## config.mk

```make
export PLATFORM = sky130hd
export DESIGN_NAME = hw_accum_double128
export DESIGN_NICKNAME = d
export VERILOG_FILES = /design/src/rtl/hw_accum_double128.sv
export SDC_FILE = /design/constraint.sdc
export NUM_CORES = 1
export LEC_CHECK = 0
export BUFFER_PORTS_ARGS = -buffer_cell sky130_fd_sc_hd__buf_2
export CORE_ASPECT_RATIO = 1.4
export CORE_MARGIN = 1.5
export CORE_UTILIZATION = 64
export DETAILED_ROUTE_END_ITERATION = 10
export PLACE_DENSITY = 0.85
export RECOVER_POWER = 100
export SETUP_SLACK_MARGIN = 0.3
export SKIP_LAST_GASP = 1
export SYNTH_ARGS = -nofsm -noshare
export SYNTH_HDL_FRONTEND = slang
export SYNTH_SLANG_ARGS = --single-unit
```

## constraint.sdc

```tcl
create_clock -name clk -period 3.35 [get_ports clk]
set_clock_uncertainty 0.15 [all_clocks]
set_input_delay 0.5025 -clock clk [delete_from_list [all_inputs] [get_ports clk]]
set_output_delay 0.5025 -clock clk [all_outputs]
set_load 0.03 [all_outputs]
```

## src/rtl/hw_accum_double128.sv

```systemverilog
`default_nettype none
// ============================================================================
// hw_accum_double128 : per-frame Hamming-weight accumulator, 2-entry result FIFO
// Rev 1.0
// ============================================================================
module hw_accum_double128 #(
  parameter int COMP_LAT  = 2,
  parameter int MAX_BEATS = 256,
  parameter int ACC_W     = 9 + $clog2(MAX_BEATS)
) (
  input  logic                           clk,
  input  logic                           rst_n,
  input  logic                           in_valid,
  input  logic                           in_last,
  input  logic [8:0]                     comp_out,
  output logic [ACC_W-1:0]               sum_data,
  output logic [$clog2(MAX_BEATS):0]     sum_beats,
  output logic                           sum_valid,
  input  logic                           sum_ready,
  output logic                           ovf_err,
  output logic                           sat_err
);

  localparam int BEAT_W = $clog2(MAX_BEATS) + 1;

  logic d_valid;
  logic d_last;

  // Sideband delay matched to the compressor pipeline so it lines up with comp_out.
  generate
    if (COMP_LAT == 0) begin : g_dly_wire
      assign d_valid = in_valid;
      assign d_last  = in_last;
    end else begin : g_dly_regs
      logic [COMP_LAT-1:0] vld_q;
      logic [COMP_LAT-1:0] lst_q;
      always_ff @(posedge clk or negedge rst_n) begin
        if (!rst_n) begin
          vld_q <= '0;
          lst_q <= '0;
        end else begin
          vld_q[0] <= in_valid;
          lst_q[0] <= in_last;
          for (int i = 1; i < COMP_LAT; i++) begin
            vld_q[i] <= vld_q[i-1];
            lst_q[i] <= lst_q[i-1];
          end
        end
      end
      assign d_valid = vld_q[COMP_LAT-1];
      assign d_last  = lst_q[COMP_LAT-1];
    end
  endgenerate

  logic [ACC_W-1:0]  acc_q,   acc_d;
  logic [BEAT_W-1:0] beats_q, beats_d;
  logic [ACC_W:0]    sum_wide;
  logic [ACC_W-1:0]  acc_sum;
  logic [BEAT_W-1:0] beats_inc;
  logic              beat_full;
  logic              sat_set;
  logic              push;
  logic              pop;

  logic [ACC_W-1:0]  data0_q,  data0_d,  data1_q,  data1_d;
  logic [BEAT_W-1:0] beats0_q, beats0_d, beats1_q, beats1_d;
  logic [1:0]        cnt_q,    cnt_d;
  logic              ovf_q,    ovf_d;
  logic              sat_q,    sat_d;

  assign sum_wide  = {1'b0, acc_q} + {{(ACC_W-8){1'b0}}, comp_out};
  assign acc_sum   = sum_wide[ACC_W] ? {ACC_W{1'b1}} : sum_wide[ACC_W-1:0];
  assign beat_full = (beats_q == BEAT_W'(MAX_BEATS));
  assign beats_inc = beat_full ? beats_q : beats_q + BEAT_W'(1);
  assign sat_set   = d_valid & (sum_wide[ACC_W] | beat_full);
  assign push      = d_valid & d_last;
  assign pop       = (cnt_q != 2'd0) & sum_ready;

  always_comb begin
    acc_d   = acc_q;
    beats_d = beats_q;
    sat_d   = sat_q | sat_set;
    if (d_valid) begin
      if (d_last) begin
        acc_d   = '0;
        beats_d = '0;
      end else begin
        acc_d   = acc_sum;
        beats_d = beats_inc;
      end
    end
  end

  // Head is slot 0; a pop shifts slot 1 forward and a simultaneous push lands behind it.
  always_comb begin
    data0_d  = data0_q;
    data1_d  = data1_q;
    beats0_d = beats0_q;
    beats1_d = beats1_q;
    cnt_d    = cnt_q;
    ovf_d    = ovf_q;
    if (pop && push) begin
      if (cnt_q == 2'd2) begin
        data0_d  = data1_q;
        beats0_d = beats1_q;
        data1_d  = acc_sum;
        beats1_d = beats_inc;
      end else begin
        data0_d  = acc_sum;
        beats0_d = beats_inc;
      end
    end else if (pop) begin
      data0_d  = data1_q;
      beats0_d = beats1_q;
      cnt_d    = cnt_q - 2'd1;
    end else if (push) begin
      case (cnt_q)
        2'd0: begin
          data0_d  = acc_sum;
          beats0_d = beats_inc;
          cnt_d    = 2'd1;
        end
        2'd1: begin
          data1_d  = acc_sum;
          beats1_d = beats_inc;
          cnt_d    = 2'd2;
        end
        default: ovf_d = 1'b1;
      endcase
    end
  end

  always_ff @(posedge clk or negedge rst_n) begin
    if (!rst_n) begin
      acc_q    <= '0;
      beats_q  <= '0;
      data0_q  <= '0;
      data1_q  <= '0;
      beats0_q <= '0;
      beats1_q <= '0;
      cnt_q    <= 2'd0;
      ovf_q    <= 1'b0;
      sat_q    <= 1'b0;
    end else begin
      acc_q    <= acc_d;
      beats_q  <= beats_d;
      data0_q  <= data0_d;
      data1_q  <= data1_d;
      beats0_q <= beats0_d;
      beats1_q <= beats1_d;
      cnt_q    <= cnt_d;
      ovf_q    <= ovf_d;
      sat_q    <= sat_d;
    end
  end

  assign sum_valid = (cnt_q != 2'd0);
  assign sum_data  = data0_q;
  assign sum_beats = beats0_q;
  assign ovf_err   = ovf_q;
  assign sat_err   = sat_q;

endmodule
`default_nettype wire
```

Word-level counts from Yosys, hierarchy flattened
Cells that the tools add are included.
Word-level totals
  logic and storage cells: 68
  register bits after elaboration: 86
Operators by class
  $add $sub $neg: 3
  equal/unequal tests: 5
  multiplexer cells: 27
  reduce and logical (&&, ||, !) cells: 14
  bitwise operators: 8
Operators by type and width (count)
  2-to-1 mux 17 bit: 12
  2-to-1 mux 9 bit: 12
  adder 17 x 9 -> 18 bit: 1
  adder 9 x 1 -> 9 bit (second input constant): 1
  equality test 9 bit (second input constant): 1
  nonzero test 3 bit: 3
  AND reduction 4 bit: 2
  nonzero test 2 bit: 4
  2-to-1 mux 2 bit: 2
  inequality test 2 x 1 -> 1 bit (second input constant): 2
  one-hot mux 2 bit (2 select lines): 1
  bitwise AND 1 bit: 3
  inverter 1 bit: 3
  AND reduction 3 bit: 1
  equality test 2 x 1 -> 1 bit (second input constant): 1
  equality test 2 bit (second input constant): 1
  logical NOT 2 bit: 1
  bitwise OR 1 bit: 2
  AND reduction 2 bit: 1
  OR reduction 2 bit: 1
  subtractor 2 x 1 -> 2 bit (second input constant): 1
  logical AND 1 bit: 1

Longest topological paths before layout
Gate-level depths: netlist of the first run.
  depth after elaboration: 6
  depth in mapped cells: 11
  gate-level depth less buffers: 8

Worst setup path before layout of the first run
Ideal clock, no wire load.
  kind: input to register
  start point: input comp_out[0]
  end point: register data0_q[16] (netlist: sum_data[16])
  buffers on the path: 0
  path slack: 1.015 ns
  arrival: 2.063 ns
  stages on the path: 8
  required time: 3.078 ns
  cell sequence: ha_1 fa_1 nand3_1 a211oi_2 or3_4 a31oi_4 or3_1 a21oi_2
On the way
  longest elaborated chain between the ends: 6
RTL lines
  start: declaration: RTL line 15  | input logic [8:0] comp_out,
  adder 17 x 9 -> 18 bit *: RTL line 71  | assign sum_wide = {1'b0, acc_q} + {{(ACC_W-8){1'b0}}, comp_out};
  2-to-1 mux 17 bit *: RTL line 72  | assign acc_sum = sum_wide[ACC_W] ? {ACC_W{1'b1}} : sum_wide[ACC_W-1:0];
  2-to-1 mux 17 bit: RTL line 117  | case (cnt_q)
  2-to-1 mux 17 bit: RTL line 116  | end else if (push) begin
  2-to-1 mux 17 bit: RTL line 112  | end else if (pop) begin
  2-to-1 mux 17 bit *: RTL line 102  | if (pop && push) begin
  end signal: assignment: RTL line 147  | data0_q <= data0_d;
  end: declaration: RTL line 65  | logic [ACC_W-1:0] data0_q, data0_d, data1_q, data1_d;
Every way passes the cells marked *; elsewhere a longest branch is shown, timed or not. The select of a mux whose other input is x is not followed.
A chain may end at the register's enable or synchronous reset.

Final worst setup path of the first run
  start point: register acc_q[1]
  end point: register data1_q[4]
On the way
  longest elaborated chain between the ends: 6
RTL lines
  start: declaration: RTL line 55  | logic [ACC_W-1:0] acc_q, acc_d;
  start signal: assignment: RTL line 135  | acc_q <= '0;
  start signal: assignment: RTL line 145  | acc_q <= acc_d;
  adder 17 x 9 -> 18 bit *: RTL line 71
  2-to-1 mux 17 bit *: RTL line 72
  2-to-1 mux 17 bit: RTL line 117
  2-to-1 mux 17 bit: RTL line 116
  2-to-1 mux 17 bit: RTL line 112
  2-to-1 mux 17 bit *: RTL line 102
  end signal: assignment: RTL line 148  | data1_q <= data1_d;
  end: declaration: RTL line 65
Marked as above.

==> qor.yml, run 1 <==
syn_nets: 495
initial_core_util: 0.6621
clkSinkCount: 86
cts_resized: 0
synth_ff_type: "dfrtp_1"
cts-root-buf: "clkbuf_8"
power_switching_uw: 1660
grt-ovfl-total: 0
drc_errors: 0
comb_power_share: 0.390
num_vias: 3656
slew_headroom: -0.3906
fin_setup_tns_ps: 0
worstPathMaxFanout: 11
p_seq_frac: 0.383
core_um2: 6569
port_buffers: 42
finish.utilization: 0.7248
syn_to_final_growth_pct: 9.465
numCtsBuffers: 9
worstSetupPathType: "flop to flop"
finalNetCount: 531
multi_input_area_um2: 1964
violations: "max-capacitance violations, max-slew violations"
syn_inst: 466
hold_viol: 0
die_h_um: 100.5
cts_tree: "done"
period_needed_ps: 2837
switching_share: 0.4178
grt_util_all_layers: 0.2935
wire_per_inst_um: 17.19
cts.path.max_buffers: 2
antenna_found_initial: 0
power_density_nw_per_um2: 834.6
antennaDiodeCount: 0
synth_area_um2: 4349
grt_pass1_wl_mm: 16.48
period_share: 0.8467
tightest_slew_ps: 2086
grt_start_max_net_pins: 87
fillers: 479
p_leak_uw: 0.002156
die_w_um: 72.67
peakVddDrop_mv: 0.4787
cts_hold_buf: 0
max_freq_ghz: 0.3525
syn_area_per_cell_um2: 9.333
yosys_warnings: 0
detail_route.first_pass.iterations: 5
ys_types: 57
clk_pin_slew_worst_paths_ps: 90
p_int_uw: 2313
fp-row-count: 35
synth_top_area_cell: "dfrtp_1"
synthArstFlopShare: 1.000
run_status: "complete, but fails checks"
startpoint_type: "flop"
post-cts-setup-buffers: 0
first_iter_violations: 364
final_max_slew_viol_count: 87
drive_above_1_share: 0.09270
grt_pass1_vias: 3526
clkPwrFrac: 0.227
htreeDepth: 3
dieArea_um2: 7306
maxCapViolCount: 1
ff_latch_area_um2: 2152
clk_latency_ps: 360
ys_seq_elements: 86
critPathArrivalTime_ps: 2900
wirelength_mm: 9.988
synth_common_cells: "86 x dfrtp_1, 58 x nand2_1, 45 x nor2_1, 39 x a21oi_1, 36 x o21ai_0"
min_path_type: "input port to flop"
setup_viol: 0
antenna_left: 0
required_ps: 3410
yosysSeqAreaShare: 0.4948
power_uw: 3973
r2r_slack_ps: 510
synth_edf_count: 0
worst_setup_path_end_kind: "flop"
io_pins: 43
hpwl_mm: 6.687
synth.area.top_cells: "dfrtp_1 49%, nand2_1 5.0%, a21oi_1 4.5%, o21ai_0 4.1%, ha_1 4.0%"
synth_most_common_cell: "dfrtp_1"
synth_top_area_share: 0.4948
gp_congestion: 0.8925
rsz0062_at_grt: "false"
vias_per_cell: 6.293
[layout by cell type (no fill, tap or decap), types with 9 or more instances in the layout]
master	n
a21oi_1	40
buf_2	12
clkbuf_1	29
clkbuf_8	9
dfrtp_1	86
ha_1	14
inv_1	21
nand2_1	58
nand3_1	14
nor2_1	46
o21ai_0	41
o22ai_1	26
xnor2_1	9
[kinds of logic (layout without fill, tap and decap cells)]
family / Yosys count / after routing / synth area share
AOI/OAI and AO/OA: 151 / 151 / 0.2172
DFF: 86 / 86 / 0.4948
xor gates and xnor gates: 16 / 16 / 0.03222
and+or+nand+nor: 150 / 150 / 0.1565
adders and majority gates: 15 / 15 / 0.04488
muxes: 3 / 3 / 0.006905
buffers and inverters: 45 / 86 / 0.04747
[critical path, cell delays in order (launching register included)]
cell	delay, ps
dfrtp_1	430
ha_1	280
a211oi_1	310
o21bai_1	230
a211oi_1	640
nor2_2	250
nor2_1	280
o21ai_0	120
[stage by stage]
stage / hold WS, ps / area [um2] / std cells / setup WS [ps]
after floorplan: 56.91 / 4349 / 466 / 1015
after global placement: 183.8 / 4579 / 565 / 764.5
after detailed placement: 190.2 / 4579 / 565 / 700.5
after CTS: 89.06 / 4831 / 581 / 747.7
after global routing: 84.57 / 4761 / 581 / 296.2
final: 97.65 / 4761 / 581 / 513.4
[final timing paths]
check,depth (start not counted),start,endpoint
min reg2reg,0,g_dly_regs.vld_q[0],g_dly_regs.vld_q[1]
max in group asynchronous,1,rst_n,data1_q[7]
min in group asynchronous,1,rst_n,sum_beats[0]
min,1,in_valid,g_dly_regs.vld_q[0]
max,7,acc_q[1],data1_q[4]
max reg2reg,7,acc_q[1],data1_q[4]
[registers in the layout (all words and copies together), names as in the netlist]
register          flops
data1_q              17
sum_data             17
sat_err               1
g_dly_regs.lst_q      2
beats1_q              9
ovf_err               1
cnt_q                 2
acc_q                17
beats_q               9
g_dly_regs.vld_q      2
sum_beats             9
[power groups by stage]
stage	clock (uW)	sequential, uW	combinational [uW]
final	903	1520	1550
after global routing	945	1550	1720
after CTS	910	1520	1610
after detailed placement	0	1540	1600
after global placement	0	1520	1550
after floorplan	0	1810	880
[final cells by class]
type | instances | share of cell area
sequential | 86 | 0.4520
multi-input combinational | 335 | 0.4126
timing repair buffer | 49 | 0.04652
clock inverter | 7 | 0.02681
clock buffer | 9 | 0.02602
tap | 74 | 0.01945
inverter | 21 | 0.01656
[layer usage]
| layer | vias up | part of all wire | global-route usage |
|---|---|---|---|
| li1 | 1722 | - | - |
| met1 | 1767 | 0.40 | 0.3729 |
| met2 | 144 | 0.51 | 0.4735 |
| met3 | 23 | 0.058 | 0.05300 |
| met4 | 0 | 0.031 | 0.1582 |
| met5 | - | 0 | 0 |
(Power assumes the default switching activity.)
==> run 2, diff against run 1 <==
CORE_UTILIZATION = 59   (was 64)
PLACE_DENSITY = 0.8   (was 0.85)
clock period = 2.8 ns   (was 3.35 ns; I/O delays follow)
==> run 2 against run 1 <==
  * The run now ends clean
  * Wire length is 0.89% higher
  * Setup slack worse by 200 ps
  * Final area grew 1.8%
  * Final cell count increased by 4.5%
  * Sequential power grew 20%
  * Global-route usage decreased by 2.0 points
  * Critical endpoint is now sum_data[16]
  * Largest power group unchanged
==> qor.yml, run 2 (synthesis gave the netlist of run 1 again) <==
gp_congestion: 0.8773  # -1.7%
syn_to_final_growth_pct: 11.48
numCtsBuffers: 9  # unchanged
detail_route.first_pass.iterations: 4  # -1
rsz0062_at_grt: "true"
required_ps: 2950  # -460 ps
hpwl_mm: 6.927  # +3.6%
slew_headroom: 0.2032  # +0.5938
wire_per_inst_um: 16.60  # -3.4%
setup_viol: 0  # unchanged
num_vias: 3627  # -0.79%
core_um2: 7072  # +7.7%
finalNetCount: 537  # +1.1%
port_buffers: 42  # unchanged
clk_latency_ps: 370  # about the same
final_cell_mix: "86 x dfrtp_1, 58 x nand2_1, 46 x nor2_1"
wirelength_mm: 10.08  # +0.89%
cp.buffers_inverters: 0  # unchanged
grt_pass1_vias: 3523  # -0.085%
routed.top_layer: "met4"
cts-root-buf: "clkbuf_8"
layout_commonest_cell: "dfrtp_1"
min_path_type: "flop to flop"
fp-row-count: 36  # +2.9%
ff_latch_area_um2: 2152  # unchanged
grt-ovfl-total: 0  # unchanged
slowest_stage: "a211oi_1"
peakVddDrop_mv: 0.4721  # -1.4%
post-cts-setup-buffers: 0  # unchanged
cts.path.max_buffers: 2  # unchanged
worstSetupPathType: "flop to flop"
cp_cell_sequence: "ha_1 > a21oi_1 > a211oi_1 > or3_1 > a31oi_4 > or3_1 > a21oi_2"
period_needed_ps: 2484  # -352.2 ps
critPathMaxStageDelay_ps: 440  # -200 ps
finish.utilization: 0.6856  # -0.03916
hold_viol: 0  # unchanged
switching_share: 0.4140  # -0.003815
fin_setup_tns_ps: 0  # unchanged
grt_util_all_layers: 0.2733  # -0.02024
dieArea_um2: 7902  # +8.2%
antenna_left: 0  # unchanged
crit_family: "compound AO/OA/AOI/OAI gates"
clkSinkCount: 86  # unchanged
io_pins: 43  # unchanged
run_status: "complete, no violations"
route.met3.wl_um: 526  # -9.9%
tightest_slew_ps: 1195  # -890.7 ps
max_freq_ghz: 0.4025  # +14%
drc_errors: 0  # unchanged
wl_met1_mm: 4.215  # +6.4%
p_int_uw: 2769  # +20%
p_seq_frac: 0.385  # +0.002
worst_setup_path_end_kind: "flop"
cts_tree: "done"
worstPathMaxFanout: 4  # -7
period_share: 0.8873  # +0.04053
vias_per_cell: 5.975  # -5.0%
die_h_um: 104.6  # +4.0%
htreeDepth: 3  # unchanged
die_w_um: 75.56  # +4.0%
startpoint_type: "flop"
route.met2.wl_mm: 5.114  # -0.29%
fillers: 594  # +24%
comb_power_share: 0.397  # +0.007
grt_pass1_wl_mm: 16.52  # +0.21%
critPathArrivalTime_ps: 2640  # -260 ps
maxCapViolCount: 0  # -1
power_switching_uw: 1956  # +18%
final_max_slew_viol_count: 0  # -100%
first_iter_violations: 262  # -28%
antennaDiodeCount: 0  # unchanged
worst_path_most_repeated_cell: "or3_1"
initial_core_util: 0.6150  # -0.04709
p_leak_uw: 0.002181  # +1.2%
drive_above_1_share: 0.09961  # +0.006907
antenna_found_initial: 0  # unchanged
clkPwrFrac: 0.218  # -0.009
clk_pin_slew_worst_paths_ps: 80  # about the same
grt_start_max_net_pins: 49  # -44%
multi_input_area_um2: 1983  # +0.96%
power_density_nw_per_um2: 974.6  # +17%
whs_ps: 202.1  # +104.5 ps
-- run 2: stage by stage --
step | total power (uW) | instance area (um2) | worst slack, ps | cells
final | 4725 | 4848 | 315.6 | 607
after CTS | 4805 | 4906 | 341.3 | 607
after floorplan | 3216 | 4349 | 547.5 | 466
after detailed placement | 3771 | 4641 | 189.3 | 589
after global placement | 3696 | 4641 | 236.8 | 589
after global routing | 5034 | 4848 | 157.0 | 607
-- run 2: what timing repair did --
action | 4_1_cts | 5_1_grt
endpoints found under the setup margin | 0 | 25
hold endpoints to repair | 49 | 0
resized for setup | 0 | 5
hold buffers | 3 | 0
-- run 2: cell type report --
cell class	instances	area share
inverter	21	0.01626
tap	95	0.02452
sequential	86	0.4439
timing repair buffer	55	0.05781
clock inverter	6	0.02297
multi-input combinational	335	0.4090
clock buffer	9	0.02555
-- run 2: power groups by stage --
| stage | registers [uW] | clock network, uW | logic [uW] |
|---|---|---|---|
| 2_1_floorplan | 2160 | 0 | 1050 |
| 3_3_place_gp | 1810 | 0 | 1880 |
| 3_5_place_dp | 1830 | 0 | 1940 |
| 4_1_cts | 1810 | 1040 | 1950 |
| 5_1_grt | 1870 | 1090 | 2080 |
| 6_report | 1820 | 1030 | 1880 |
-- run 2: worst register-to-register path, delay by kind of cell (launching register included) --
family          cells  cell delay [ps]
compound gates      4              820
simple gates        2              690
flops               1              410
fa+ha+maj           1              360
-- run 2: metal layers --
layer,vias to the layer above,global-route usage
met4,0,0.09949
met5,-,0
met3,16,0.04629
met1,1777,0.3521
met2,109,0.4530
li1,1725,-
-- run 2: path summary, 6_finish.rpt --
check,cells past startpoint,slack (ps),to,from
worst max register to register,7,320,sum_data[16],acc_q[3]
worst min register to register,0,200,g_dly_regs.lst_q[1],g_dly_regs.lst_q[0]
max in group asynchronous,3,1020,acc_q[11],rst_n
worst max-delay path,7,320,sum_data[16],acc_q[3]
worst min-delay path,0,200,g_dly_regs.lst_q[1],g_dly_regs.lst_q[0]
min in group asynchronous,2,680,beats1_q[0],rst_n
